===== src/rtl/relu_grad_gate.sv =====
// ReLU backward gate: captures the forward sign mask of one frame, then passes or
// zeroes each incoming gradient according to that mask, with a one-deep output register.
module relu_grad_gate #(
  parameter int FEATURE_WIDTH = 32,
  parameter int DEPTH         = 64,
  parameter int ADDR_WIDTH    = 6
) (
  input  logic                     clk,
  input  logic                     rst_n,
  input  logic                     fwd_valid,
  input  logic [FEATURE_WIDTH-1:0] fwd_in,
  input  logic                     fwd_last,
  input  logic                     grad_valid,
  output logic                     grad_ready,
  input  logic [FEATURE_WIDTH-1:0] grad_in,
  output logic                     grad_out_valid,
  input  logic                     grad_out_ready,
  output logic [FEATURE_WIDTH-1:0] grad_out,
  output logic                     grad_out_last,
  output logic                     busy,
  output logic                     overflow,
  output logic [ADDR_WIDTH:0]      mask_count
);

  typedef enum logic [1:0] {
    IDLE     = 2'd0,
    CAPTURE  = 2'd1,
    BACKWARD = 2'd2,
    DRAIN    = 2'd3
  } state_t;

  state_t                   r_state;
  logic [DEPTH-1:0]         r_mask;
  logic [ADDR_WIDTH-1:0]    r_wr_ptr;
  logic [ADDR_WIDTH-1:0]    r_rd_ptr;
  logic [ADDR_WIDTH:0]      r_mask_count;
  logic                     r_overflow;
  logic                     r_out_valid;
  logic                     r_out_last;
  logic [FEATURE_WIDTH-1:0] r_out_data;

  logic                     w_full;
  logic                     w_mask_we;
  logic                     w_accept;
  logic                     w_rd_last;
  logic [FEATURE_WIDTH-1:0] w_gated;

  assign w_full    = (r_mask_count == (ADDR_WIDTH+1)'(DEPTH));
  // IDLE always writes entry 0; wr_ptr is already 0 there, so one write port suffices.
  assign w_mask_we = fwd_valid && ((r_state == IDLE) || ((r_state == CAPTURE) && !w_full));
  assign w_accept  = grad_valid && grad_ready;
  assign w_rd_last = ({1'b0, r_rd_ptr} == (r_mask_count - (ADDR_WIDTH+1)'(1)));
  assign w_gated   = r_mask[r_rd_ptr] ? grad_in : {FEATURE_WIDTH{1'b0}};

  assign grad_ready     = (r_state == BACKWARD) && (!r_out_valid || grad_out_ready);
  assign grad_out_valid = r_out_valid;
  assign grad_out       = r_out_data;
  assign grad_out_last  = r_out_last;
  assign busy           = (r_state != IDLE);
  assign overflow       = r_overflow;
  assign mask_count     = r_mask_count;

  // Mask storage carries no reset: only entries below mask_count are ever read.
  always_ff @(posedge clk) begin
    if (w_mask_we) begin
      r_mask[r_wr_ptr] <= ~fwd_in[FEATURE_WIDTH-1];
    end
  end

  // Frame sequencing, pointers and the registered gradient output stage.
  always_ff @(posedge clk or negedge rst_n) begin
    if (!rst_n) begin
      r_state      <= IDLE;
      r_wr_ptr     <= {ADDR_WIDTH{1'b0}};
      r_rd_ptr     <= {ADDR_WIDTH{1'b0}};
      r_mask_count <= {(ADDR_WIDTH+1){1'b0}};
      r_overflow   <= 1'b0;
      r_out_valid  <= 1'b0;
      r_out_last   <= 1'b0;
      r_out_data   <= {FEATURE_WIDTH{1'b0}};
    end else begin
      case (r_state)
        IDLE: begin
          if (fwd_valid) begin
            r_wr_ptr     <= ADDR_WIDTH'(1);
            r_mask_count <= (ADDR_WIDTH+1)'(1);
            r_state      <= fwd_last ? BACKWARD : CAPTURE;
          end
        end
        CAPTURE: begin
          if (fwd_valid) begin
            if (w_full) begin
              r_overflow <= 1'b1;
            end else begin
              r_wr_ptr     <= r_wr_ptr + ADDR_WIDTH'(1);
              r_mask_count <= r_mask_count + (ADDR_WIDTH+1)'(1);
            end
            if (fwd_last) begin
              r_state <= BACKWARD;
            end
          end
        end
        BACKWARD: begin
          if (w_accept) begin
            r_out_data  <= w_gated;
            r_out_valid <= 1'b1;
            r_out_last  <= w_rd_last;
            r_rd_ptr    <= r_rd_ptr + ADDR_WIDTH'(1);
            if (w_rd_last) begin
              r_state <= DRAIN;
            end
          end else if (grad_out_ready) begin
            r_out_valid <= 1'b0;
          end
        end
        DRAIN: begin
          // Only the final entry can be pending here; its handshake closes the frame.
          if (r_out_valid && grad_out_ready && r_out_last) begin
            r_out_valid  <= 1'b0;
            r_out_last   <= 1'b0;
            r_wr_ptr     <= {ADDR_WIDTH{1'b0}};
            r_rd_ptr     <= {ADDR_WIDTH{1'b0}};
            r_mask_count <= {(ADDR_WIDTH+1){1'b0}};
            r_state      <= IDLE;
          end
        end
        default: begin
          r_state <= IDLE;
        end
      endcase
    end
  end

endmodule


===== config.mk =====
export PLATFORM = sky130hd
export DESIGN_NAME = relu_grad_gate
export DESIGN_NICKNAME = d
export VERILOG_FILES = /design/src/rtl/relu_grad_gate.sv
export SDC_FILE = /design/constraint.sdc
export NUM_CORES = 1
export LEC_CHECK = 0
export ABC_AREA = 1
export CAP_MARGIN = 10
export CORE_UTILIZATION = 45
export DETAILED_ROUTE_END_ITERATION = 8
export GPL_ROUTABILITY_DRIVEN = 0
export PLACE_DENSITY = 0.76
export REMOVE_ABC_BUFFERS = 1
export SETUP_SLACK_MARGIN = 0.05
export SYNTH_ARGS = -nofsm -noshare
export SYNTH_HDL_FRONTEND = slang
export SYNTH_SLANG_ARGS = --single-unit

===== constraint.sdc =====
create_clock -name clk -period 4.6 [get_ports clk]
set_input_delay 0.92 -clock clk [delete_from_list [all_inputs] [get_ports clk]]
set_output_delay 0.92 -clock clk [all_outputs]
set_load 0.01 [all_outputs]

# ---- Word-level counts from Yosys, hierarchy flattened
# Cells that the tools add are included.
dict set report word_totals {
  regBits 120
  inputBits 70
  output_inout_bits 44
  word_cells 83
}
dict set report classes {
  add_sub_neg 4
  magnitude_cmp 3
  n_eq_ne 13
  mux 32
  bitwise 1
  n_reduce_logical 21
}
# operator count
set ops {}
lappend ops {{bitwise mux 64 bit} 1}
lappend ops {{2-to-1 mux 32 bit} 1}
lappend ops {{2-to-1 mux 6 bit} 5}
lappend ops {{2-to-1 mux 7 bit} 4}
lappend ops {{one-hot mux 7 bit (3 select lines)} 1}
lappend ops {{one-hot mux 6 bit (3 select lines)} 1}
lappend ops {{less-than comparator 6 x 7 -> 1 bit (second input constant)} 2}
lappend ops {{2-to-1 mux 2 bit} 7}
lappend ops {{!= test 2 bit (second input constant)} 7}
lappend ops {{adder 6 x 1 -> 6 bit (second input constant)} 2}
lappend ops {{one-hot mux 6 bit (2 select lines)} 1}
lappend ops {{AND reduction 3 bit} 3}
lappend ops {{one-hot mux 2 bit (4 select lines)} 1}
lappend ops {{adder 7 x 1 -> 7 bit (second input constant)} 1}
lappend ops {{== test 6 x 7 -> 1 bit} 1}
lappend ops {{== test 7 bit (second input constant)} 1}
lappend ops {{logical AND 1 bit} 7}
lappend ops {{subtractor 7 x 1 -> 7 bit (second input constant)} 1}
lappend ops {{binary-select mux 1 bit (select 6 bit)} 1}
lappend ops {{demux 1 bit (select 6 bit)} 1}
lappend ops {{greater-or-equal comparator 6 x 1 -> 1 bit (second input constant)} 1}
lappend ops {{2-to-1 mux 1 bit} 6}
lappend ops {{AND reduction 6 bit} 1}
lappend ops {{AND reduction 5 bit} 1}
lappend ops {{11 further kinds} 16}

# ---- Logic depth before layout (Yosys ltp)
# Gate-level depths: netlist of run 1.
dict set report depth {
  ltp_word 6
  depth_mapped 13
  depth_no_buf 13
}

# ---- Worst setup path before layout of run 1
# No wires, ideal clock.
dict set report synth_timing {
  path_kind {input -> output}
  start {input port grad_out_ready}
  end {output port grad_ready}
  arrival_time_ns 1.133
  required_time_ns 3.680
  slack_ns 2.547
  path_stages 2
  cell_sequence {inv_1 -> a21oi_2}
}
dict set report synth_between {
  elab_chain_cells 2
}
# element line
set synth_lines {}
lappend synth_lines {{start: declaration} 17} ;# input logic grad_out_ready,
lappend synth_lines {{logical OR 1 bit} 55} ;# assign grad_ready = (r_state == BACKWARD) && (!r_out_valid || grad_out_ready);
lappend synth_lines {{logical AND 1 bit} 55}
lappend synth_lines {{end: declaration} 14} ;# output logic grad_ready,
# Every way passes these cells.

# ---- Worst setup path in the final report of run 1
# Ends and elaborated chain as after synthesis.

==> results of run 1 <==
## cells in the mapped netlist (10+ instances only)
| master | n |
|---|---|
| clkbuf_1 | 10 |
| ha_1 | 10 |
| dfrtp_1 | 56 |
| inv_1 | 103 |
| nand2_1 | 237 |
| nor3_1 | 16 |
| a21oi_1 | 13 |
| o21ai_0 | 19 |
| nand3_1 | 53 |
| buf_2 | 10 |
| nor2_1 | 125 |
| edfxtp_1 | 64 |
## stage by stage
| stage | instance area, um^2 | util, % | std cells | power (mW) |
|---|---|---|---|---|
| final | 7607 | 57.45 | 1026 | 4.514 |
| after global placement | 7037 | 53.14 | 994 | 3.177 |
| after CTS | 7607 | 57.45 | 1026 | 4.530 |
| after global routing | 7607 | 57.45 | 1026 | 4.790 |
| after floorplan | 5953 | - | 730 | 2.507 |
| after detailed placement | 7037 | 53.14 | 994 | 3.216 |
## cell families (layout without fill, tap and decap cells)
kind of cell / Yosys count / after routing / share of synthesized area [%]
compound gates: 41 / 41 / 3.721
xor+xnor: 9 / 9 / 1.288
fa+ha+maj: 10 / 10 / 2.045
buf+inv: 133 / 225 / 9.160
flops: 120 / 120 / 54.30
simple gates: 445 / 445 / 29.48
## metal layers
metal | wire length [um] | global-route usage (%) | up-vias
met5 | 0 | 0 | -
li1 | - | - | 2529
met4 | 274 | 7.595 | 0
met3 | 1084 | 5.261 | 23
met2 | 6874 | 35.20 | 190
met1 | 6045 | 27.69 | 2336
## layout make-up
class	count	area [um^2]	area share [%]
clock buffer	21	440.4	5.789
clock inverter	11	130.1	1.711
inverter	105	394.1	5.181
multi-input combinational	505	2238	29.42
sequential	120	3323	43.68
tap	176	220.2	2.895
timing repair buffer	88	860.8	11.32
## tightest hold or removal path, stage by stage (launching register included)
cell	delay (ps)
dfrtp_1	340
nand2_1	50
nand2_1	50
## power by group through the flow
stage | Clock [mW] | Sequential, mW | Combinational (mW)
after detailed placement | 0 | 1.45 | 1.76
final | 1.30 | 1.44 | 1.77
after floorplan | 0 | 1.52 | 0.984
after CTS | 1.31 | 1.44 | 1.77
after global placement | 0 | 1.45 | 1.72
after global routing | 1.35 | 1.47 | 1.97
## how the worst max path moves through the flow
stage	start	to	depth (start not counted)
final	grad_out_ready	grad_ready	4
after floorplan	grad_out_ready	r_rd_ptr[5]$_DFFE_PN0P_	9
after global routing	grad_out_ready	grad_ready	4
after detailed placement	grad_out_ready	grad_ready	4
after global placement	grad_out_ready	grad_ready	4
after CTS	grad_out_ready	grad_ready	4
## sequential cells by signal, indices dropped and copies added (netlist names)
name and flops:
grad_out 32, r_mask 64, grad_out_last 1, grad_out_valid 1, r_state 2, mask_count 7, r_wr_ptr 6, overflow 1
r_rd_ptr 6
==> flow_metrics.py, run 1 <==
metrics = {
    "power": {
        "switching_share_pct": 38.89,
        "p_int_mw": 2.759,
        "power_frac_comb_pct": 39.3,
        "p_leak_nw": 3.454,
        "p_sw_mw": 1.755,
        "peakVddDrop_v": 0.0002731,
        "power_per_cell_area_nw_per_um2": 593.4,
        "seq_power_share_pct": 32.0,
        "p_clk_share_pct": 28.7,
    },
    "worst_setup_path": {
        "r2r_slack_ps": 2000,
        "crit_path_end_kind": "primary output",
        "max_stage_delay_ps": 560,
        "required_ps": 3680,
        "crit_fanout": 2,
        "crit_chain": "clkdlybuf4s50_1, inv_1, a21oi_2, clkdlybuf4s50_1",
        "cp_common_cell": "clkdlybuf4s50_1",
        "r2r-end": "grad_out[5]$_DFFE_PN0P_",
        "ff2ff_path_depth": 12,
        "worst-path-buf-inv": 3,
        "rr_startpoint": "r_rd_ptr[0]$_DFFE_PN0P_",
        "crit_family": "buffers and inverters",
        "critPathKind": "primary input to primary output",
        "crit_path_top_delay_cell": "clkdlybuf4s50_1",
        "worstPathArrival_ps": 2180,
        "start_kind": "primary input",
    },
    "floorplanning": {
        "die_w_um": 118.6,
        "io_pins": 114,
        "die_y_um": 118.6,
        "core_area_um2": 13240,
        "floorplan.die_area_um2": 14070,
        "rows": 42,
        "start_util_pct": 46.21,
    },
    "synth": {
        "synth_area_per_cell_um2": 8.073,
        "yosys.area.top_type": "edfxtp_1",
        "synth_top_area_share_pct": 31.40,
        "netlist_area_um2": 6120,
        "ys_ff_latch": 120,
        "ys_seq_area_share_pct": 54.30,
        "synth-edff-count": 64,
        "synth.distinct_cells": 29,
        "synth_cells": 758,
        "async_flop_share_pct": 46.67,
        "synth_warnings": 0,
        "synth_area_leaders": "edfxtp_1 31%, dfrtp_1 23%, nand2_1 15%",
        "synthFlopType": "edfxtp_1",
    },
    "drt": {
        "post_drt_wl_per_cell_um": 13.92,
        "first_iter_violations": 386,
        "ant_nets": 0,
        "firstDrtPassIters": 5,
        "drc": 0,
        "vias": 5078,
        "routed_via_density": 4.949,
        "wirelength_mm": 14.28,
    },
    "min_path": {
        "min_path_cells": 2,
        "hold_path_end": "grad_out[14]$_DFFE_PN0P_",
        "hp-start": "grad_out[14]$_DFFE_PN0P_",
        "hold_class": "flop to flop",
    },
    "sta": {
        "rsz0062_at_grt": "false",
        "setup_tns_ps": 0,
        "fmax_ghz": 0.3225,
        "worstMarginPinSlew_ps": 703.8,
        "final_critical_path_setup_slack_ps": 1499,
        "hold_viol_final": 0,
        "slew_headroom_pct": 53.08,
        "clock_skew_ps": 7.035,
        "whs_ps": 474.0,
        "min_period_ps": 3101,
        "finalCritPeriodShare_pct": 67.41,
        "slew_violations": 0,
        "finalSetupViolations": 0,
    },
    "placement": {
        "portBuffers": 82,
        "place_ws_ps": 1488,
        "dp_hpwl_mm": 9.226,
    },
    "cts": {
        "htree_levels": 4,
        "numCtsBuffers": 17,
        "cts_sinks": 120,
        "clk_latency_ps": 410,
        "postCtsHoldBufs": 0,
        "cts-resized-gates": 0,
        "cts_tree": "built",
        "clk_path_buf_depth": 2,
        "clkTransAtPathRegs_ps": 50,
        "cts_root_buffer": "clkbuf_16",
        "cts_setup_buffers": 0,
    },
    "job": {
        "drv_cap": 0,
    },
    "grt": {
        "antenna_found_initial": 0,
        "grt_max_degree": 66,
        "grt.total_usage_pct": 21.49,
        "grt_pass1_wl_mm": 23.77,
        "grt_pass1_vias": 4904,
        "overflow": 0,
    },
    "outcome": {
        "status": "finished clean",
    },
    "final_layout": {
        "n_antenna_cell": 0,
        "drive_gt1_share_pct": 4.824,
        "final_common_cell": "nand2_1",
        "nets": 917,
        "syn_to_final_growth_pct": 24.31,
        "layout_common_cells": "236 x nand2_1, 125 x nor2_1, 103 x inv_1, 81 x clkdlybuf4s50_1, 64 x edfxtp_1",
        "fillers": 1184,
    },
}
(Power assumes the default switching activity.)
==> run 2, diff against run 1 <==
Settings changed: PLACE_DENSITY 0.76 to 0.79.
Clock period 4.6 ns to 2.57 ns, I/O delays scaled along.
==> run 2 against run 1 <==
Against the previous run:
- total power increased by 86%
- critical endpoint unchanged
- clock power is 98% higher
- wire length is 0.92% higher
- highest routed layer unchanged
==> flow_metrics.py, run 2 (synthesis results as in run 1) <==
metrics = {
    "outcome": {
        "status": "finished clean",
    },
    "sta": {
        "worstMarginPinSlew_ps": 609.2,
        "setup_tns_ps": 0,
        "finalCritPeriodShare_pct": 93.23,
        "rsz0062_at_grt": "false",
        "slew_headroom_pct": 59.39,
        "hold_viol_final": 0,
        "finalSetupViolations": 0,
        "min_period_ps": 2396,
        "fmax_ghz": 0.4174,
        "clock_skew_ps": 8.327,
        "slew_violations": 0,
    },
    "drt": {
        "routed_via_density": 5.026,
        "ant_nets": 0,
        "post_drt_wl_per_cell_um": 13.99,
        "vias": 5177,
        "drc": 0,
        "wirelength_mm": 14.41,
        "firstDrtPassIters": 5,
        "first_iter_violations": 401,
    },
    "placement": {
        "portBuffers": 82,
        "dp_hpwl_mm": 9.249,
    },
    "cts": {
        "clk_path_buf_depth": 2,
        "clk_latency_ps": 420,
        "cts_sinks": 120,
        "htree_levels": 4,
        "cts_tree": "built",
        "clkTransAtPathRegs_ps": 60,
        "cts_root_buffer": "clkbuf_16",
        "numCtsBuffers": 17,
        "postCtsHoldBufs": 0,
    },
    "floorplanning": {
        "core_area_um2": 13240,
        "io_pins": 114,
        "die_w_um": 118.6,
        "start_util_pct": 46.21,
        "die_y_um": 118.6,
        "rows": 42,
        "floorplan.die_area_um2": 14070,
    },
    "worst_setup_path": {
        "worst-path-buf-inv": 3,
        "crit_path_top_delay_cell": "clkdlybuf4s50_1",
        "crit_path_end_kind": "primary output",
        "max_stage_delay_ps": 570,
        "crit_chain": "inv_2, ha_4, inv_1, a21oi_2, clkdlybuf4s50_1",
        "required_ps": 2060,
        "crit_family": "buffers and inverters",
        "ff2ff_path_depth": 7,
        "crit_fanout": 6,
        "cp.depth": 5,
        "critPathKind": "flop to primary output",
        "start_kind": "flop",
        "worstPathArrival_ps": 1880,
    },
    "power": {
        "power_per_cell_area_nw_per_um2": 1084,
        "p_leak_nw": 3.499,
        "peakVddDrop_v": 0.0005897,
    },
    "job": {
        "drv_cap": 0,
    },
    "grt": {
        "grt.total_usage_pct": 21.28,
        "grt_pass1_vias": 4826,
        "grt_max_degree": 66,
        "grt_pass1_wl_mm": 23.27,
        "overflow": 0,
        "antenna_found_initial": 0,
    },
    "final_layout": {
        "largest_reg_flops": 64,
        "layout_common_cells": "235 x nand2_1, 125 x nor2_1, 101 x inv_1, 81 x clkdlybuf4s50_1, 64 x edfxtp_1",
        "n_antenna_cell": 0,
        "syn_to_final_growth_pct": 26.46,
        "top_register": "r_mask",
        "fin_util_pct": 58.44,
        "nets": 922,
        "drive_gt1_share_pct": 6.206,
        "final_common_cell": "nand2_1",
    },
    "min_path": {
        "hold_class": "primary input to asynchronous set/reset pin",
    },
}
## run 2: cell types whose count changed in the layout (fill, tap and decap cells not counted), moves of 2 or more
cell,delta
clkinvlp_4,+2
inv_1,-2
buf_4,+4
clkbuf_1,-4
clkinv_4,+2
bufinv_16,+2
inv_2,+2
clkinv_2,-4
## run 2: per-stage QoR
step | worst slack [ps] | total power [mW] | std cells | instance area (um^2) | hold WS [ps]
4_1_cts | 67.06 | 8.378 | 1029 | 7714 | 108.2
3_5_place_dp | 204.5 | 5.773 | 998 | 7079 | 464.3
3_3_place_gp | 202.8 | 5.697 | 998 | 7079 | 461.1
5_1_grt | 83.54 | 8.898 | 1030 | 7739 | 122.6
6_report | 174.0 | 8.392 | 1030 | 7739 | 87.54
2_1_floorplan | -166.0 | 4.488 | 730 | 5953 | 218.4
## run 2: layout make-up
cell class	instances	area [um^2]
fill	1151	5504
timing repair buffer	93	910.9
sequential	120	3323
multi-input combinational	505	2258
clock buffer	17	425.4
inverter	105	394.1
clock inverter	14	206.4
tap	176	220.2
## run 2: final timing paths
check / startpoint / endpoint / slack (ps)
worst min-delay path: rst_n / grad_out[28]$_DFFE_PN0P_ / 90
worst min register to register: grad_out[29]$_DFFE_PN0P_ / grad_out[29]$_DFFE_PN0P_ / 480
min in group clk: grad_out[29]$_DFFE_PN0P_ / grad_out[29]$_DFFE_PN0P_ / 480
worst max-delay path: r_state[0]$_DFFE_PN0P_ / grad_ready / 170
max in group asynchronous: rst_n / grad_out[9]$_DFFE_PN0P_ / 2220
worst max register to register: r_state[1]$_DFFE_PN0P_ / r_mask[32]$_DFFE_PP_ / 320
## run 2: power breakdown
part	leakage, nW	internal (mW)	switching [mW]	total, mW
logic	1.89	1.19	2.05	3.24
registers	1.31	2.32	0.264	2.58
clock network	0.297	1.70	0.864	2.57
total	3.50	5.21	3.18	8.39
## run 2: per-layer routing
layer	up-vias	track usage (%)	wire length [um]
met4	0	9.415	280
met5	-	0	0
met2	163	34.50	7122
met3	25	5.309	1009
li1	2547	-	-
met1	2442	26.90	5997
## run 2: repair_timing
item / 4_1_cts / 5_1_grt
endpoints found under the setup margin: 1 / 9
buffers inserted: 0 / 1
resized for setup: 1 / 5
==> run 3, diff against run 2 <==
Settings changed: CELL_PAD_IN_SITES_DETAIL_PLACEMENT from default to 1, CELL_PAD_IN_SITES_GLOBAL_PLACEMENT from default to 2, CORE_UTILIZATION 45 to 33, PLACE_DENSITY 0.79 to 0.91.
Clock period 2.57 ns to 2.99 ns, I/O delays scaled along.
==> run 3 against run 2 <==
Against the previous run:
- wire length is 16% higher
- utilization is 15 points lower
- clock skew rose by 2.2 ps
- final cell count grew 5.1%
- sequential cell count did not move
- combinational power is 14% lower
- count of clock-buffer cells in the layout is 5 higher
- sequential share of layout area fell by 0.15 points
- non-clock buffer count shrank 1
- register-to-register slack better by 350 ps
==> flow_metrics.py, run 3 (synthesis results as in run 1) <==
metrics = {
    "drt": {
        "ant_nets": 0,
        "firstDrtPassIters": 6,
        "routed_via_density": 4.710,
        "first_iter_violations": 239,
        "wirelength_mm": 16.66,
        "drc": 0,
        "post_drt_wl_per_cell_um": 15.38,
        "vias": 5101,
    },
    "final_layout": {
        "n_antenna_cell": 0,
        "final_common_cell": "nand2_1",
        "stdcell_area_um2": 7766,
        "top_register": "r_mask",
        "drive_gt1_share_pct": 5.738,
        "syn_to_final_growth_pct": 26.91,
        "nets": 921,
        "layout.cells.non_filler": 1083,
        "layout_common_cells": "236 x nand2_1, 125 x nor2_1, 103 x inv_1, 81 x clkdlybuf4s50_1, 64 x edfxtp_1",
        "largest_reg_flops": 64,
    },
    "grt": {
        "grt_util_met3_pct": 5.681,
        "overflow": 0,
        "antenna_found_initial": 0,
        "grt_max_degree": 65,
        "grt_pass1_vias": 5441,
        "use_met1_pct": 22.27,
        "grt_pass1_wl_mm": 28.22,
        "grt.total_usage_pct": 18.80,
        "met2_usage_pct": 32.28,
        "busiest_layer": "met2",
    },
    "worst_setup_path": {
        "crit_path_end_kind": "primary output",
        "required_ps": 2390,
        "crit_fanout": 6,
        "rr_startpoint": "mask_count[0]$_DFFE_PN0P_",
        "r2r_slack_ps": 670,
        "critPathKind": "flop to primary output",
        "worstPathArrival_ps": 2000,
        "r2r-end": "r_mask[40]$_DFFE_PP_",
        "start_kind": "flop",
        "ff2ff_path_depth": 8,
    },
    "placement": {
        "portBuffers": 82,
        "dp_hpwl_mm": 11.65,
        "postPlaceCellArea_um2": 7133,
        "placed_cells": 1051,
    },
    "sta": {
        "finalSetupViolations": 0,
        "slew_headroom_pct": 56.67,
        "fmax_ghz": 0.3856,
        "min_period_ps": 2594,
        "hold_viol_final": 0,
        "setup_tns_ps": 0,
        "rsz0062_at_grt": "false",
        "slew_violations": 0,
        "worstMarginPinSlew_ps": 649.2,
        "whs_ps": 173.6,
        "clock_skew_ps": 10.54,
        "finalCritPeriodShare_pct": 86.74,
    },
    "power": {
        "peakVddDrop_v": 0.0004767,
        "power_frac_comb_pct": 38.7,
        "totalPowerFinal_mw": 7.221,
        "p_sw_mw": 2.802,
        "p_clk_share_pct": 30.4,
        "p_leak_nw": 3.505,
        "switching_share_pct": 38.81,
        "p_int_mw": 4.419,
        "power_per_cell_area_nw_per_um2": 929.8,
        "seq_power_share_pct": 30.9,
    },
    "cts": {
        "clk_latency_ps": 420,
        "cts_tree": "built",
        "numCtsBuffers": 17,
        "cts_setup_buffers": 0,
        "clk_path_buf_depth": 2,
        "postCtsHoldBufs": 0,
        "cts_sinks": 120,
        "cts-resized-gates": 0,
        "htree_levels": 4,
        "cts_root_buffer": "clkbuf_16",
        "clkTransAtPathRegs_ps": 60,
    },
    "outcome": {
        "status": "finished clean",
    },
    "floorplanning": {
        "die_y_um": 138.2,
        "rows": 49,
        "floorplan.die_area_um2": 19090,
        "start_util_pct": 33.84,
        "die_w_um": 138.2,
        "io_pins": 114,
        "core_area_um2": 18090,
    },
    "job": {
        "drv_cap": 0,
    },
    "min_path": {
        "hold_class": "primary input to asynchronous set/reset pin",
    },
}
run 3: how the worst max path moves through the flow:
stage / startpoint / endpoint / slack [ps] / cells after the start
finish: r_state[0]$_DFFE_PN0P_ / grad_ready / 400 / 5
global route: r_state[0]$_DFFE_PN0P_ / grad_ready / 290 / 5
CTS: r_state[0]$_DFFE_PN0P_ / grad_ready / 360 / 5
detailed placement: grad_out_ready / r_wr_ptr[3]$_DFFE_PN0P_ / 380 / 10
global placement: grad_out_ready / r_wr_ptr[3]$_DFFE_PN0P_ / 420 / 10
floorplan: r_state[0]$_DFFE_PN0P_ / r_rd_ptr[5]$_DFFE_PN0P_ / 250 / 11
run 3: final cells by class:
cell class,instances,area [um^2]
Tap cell,229,286.5
Fill cell,2130,10320
Clock inverter,10,136.4
Inverter,105,394.1
Timing Repair Buffer,92,890.9
Sequential cell,120,3323
Multi-Input combinational cell,505,2238
Clock buffer,22,496.7
run 3: stage by stage:
stage	setup WS, ps	utilization [%]
global placement	416.6	39.44
CTS	364.5	42.94
detailed placement	379.5	39.44
finish	396.3	42.94
global route	291.9	42.94
floorplan	254.0	-
run 3: power by group through the flow:
stage | sequential [mW] | clock (mW) | combinational [mW]
2_1_floorplan | 2.34 | 0 | 1.51
3_3_place_gp | 2.25 | 0 | 2.77
3_5_place_dp | 2.26 | 0 | 2.84
4_1_cts | 2.23 | 2.24 | 2.86
5_1_grt | 2.27 | 2.29 | 3.16
6_report | 2.23 | 2.20 | 2.79
run 3: layer usage:
metal,routed length [um],vias to the layer above
met5,0,-
met4,291,0
met3,969,25
met2,8211,90
met1,7186,2449
li1,-,2537
run 3: critical path, stage by stage (launching register included):
cell	delay, ps
dfrtp_1	410
inv_1	110
ha_1	280
inv_1	80
a21oi_2	140
clkdlybuf4s50_1	560
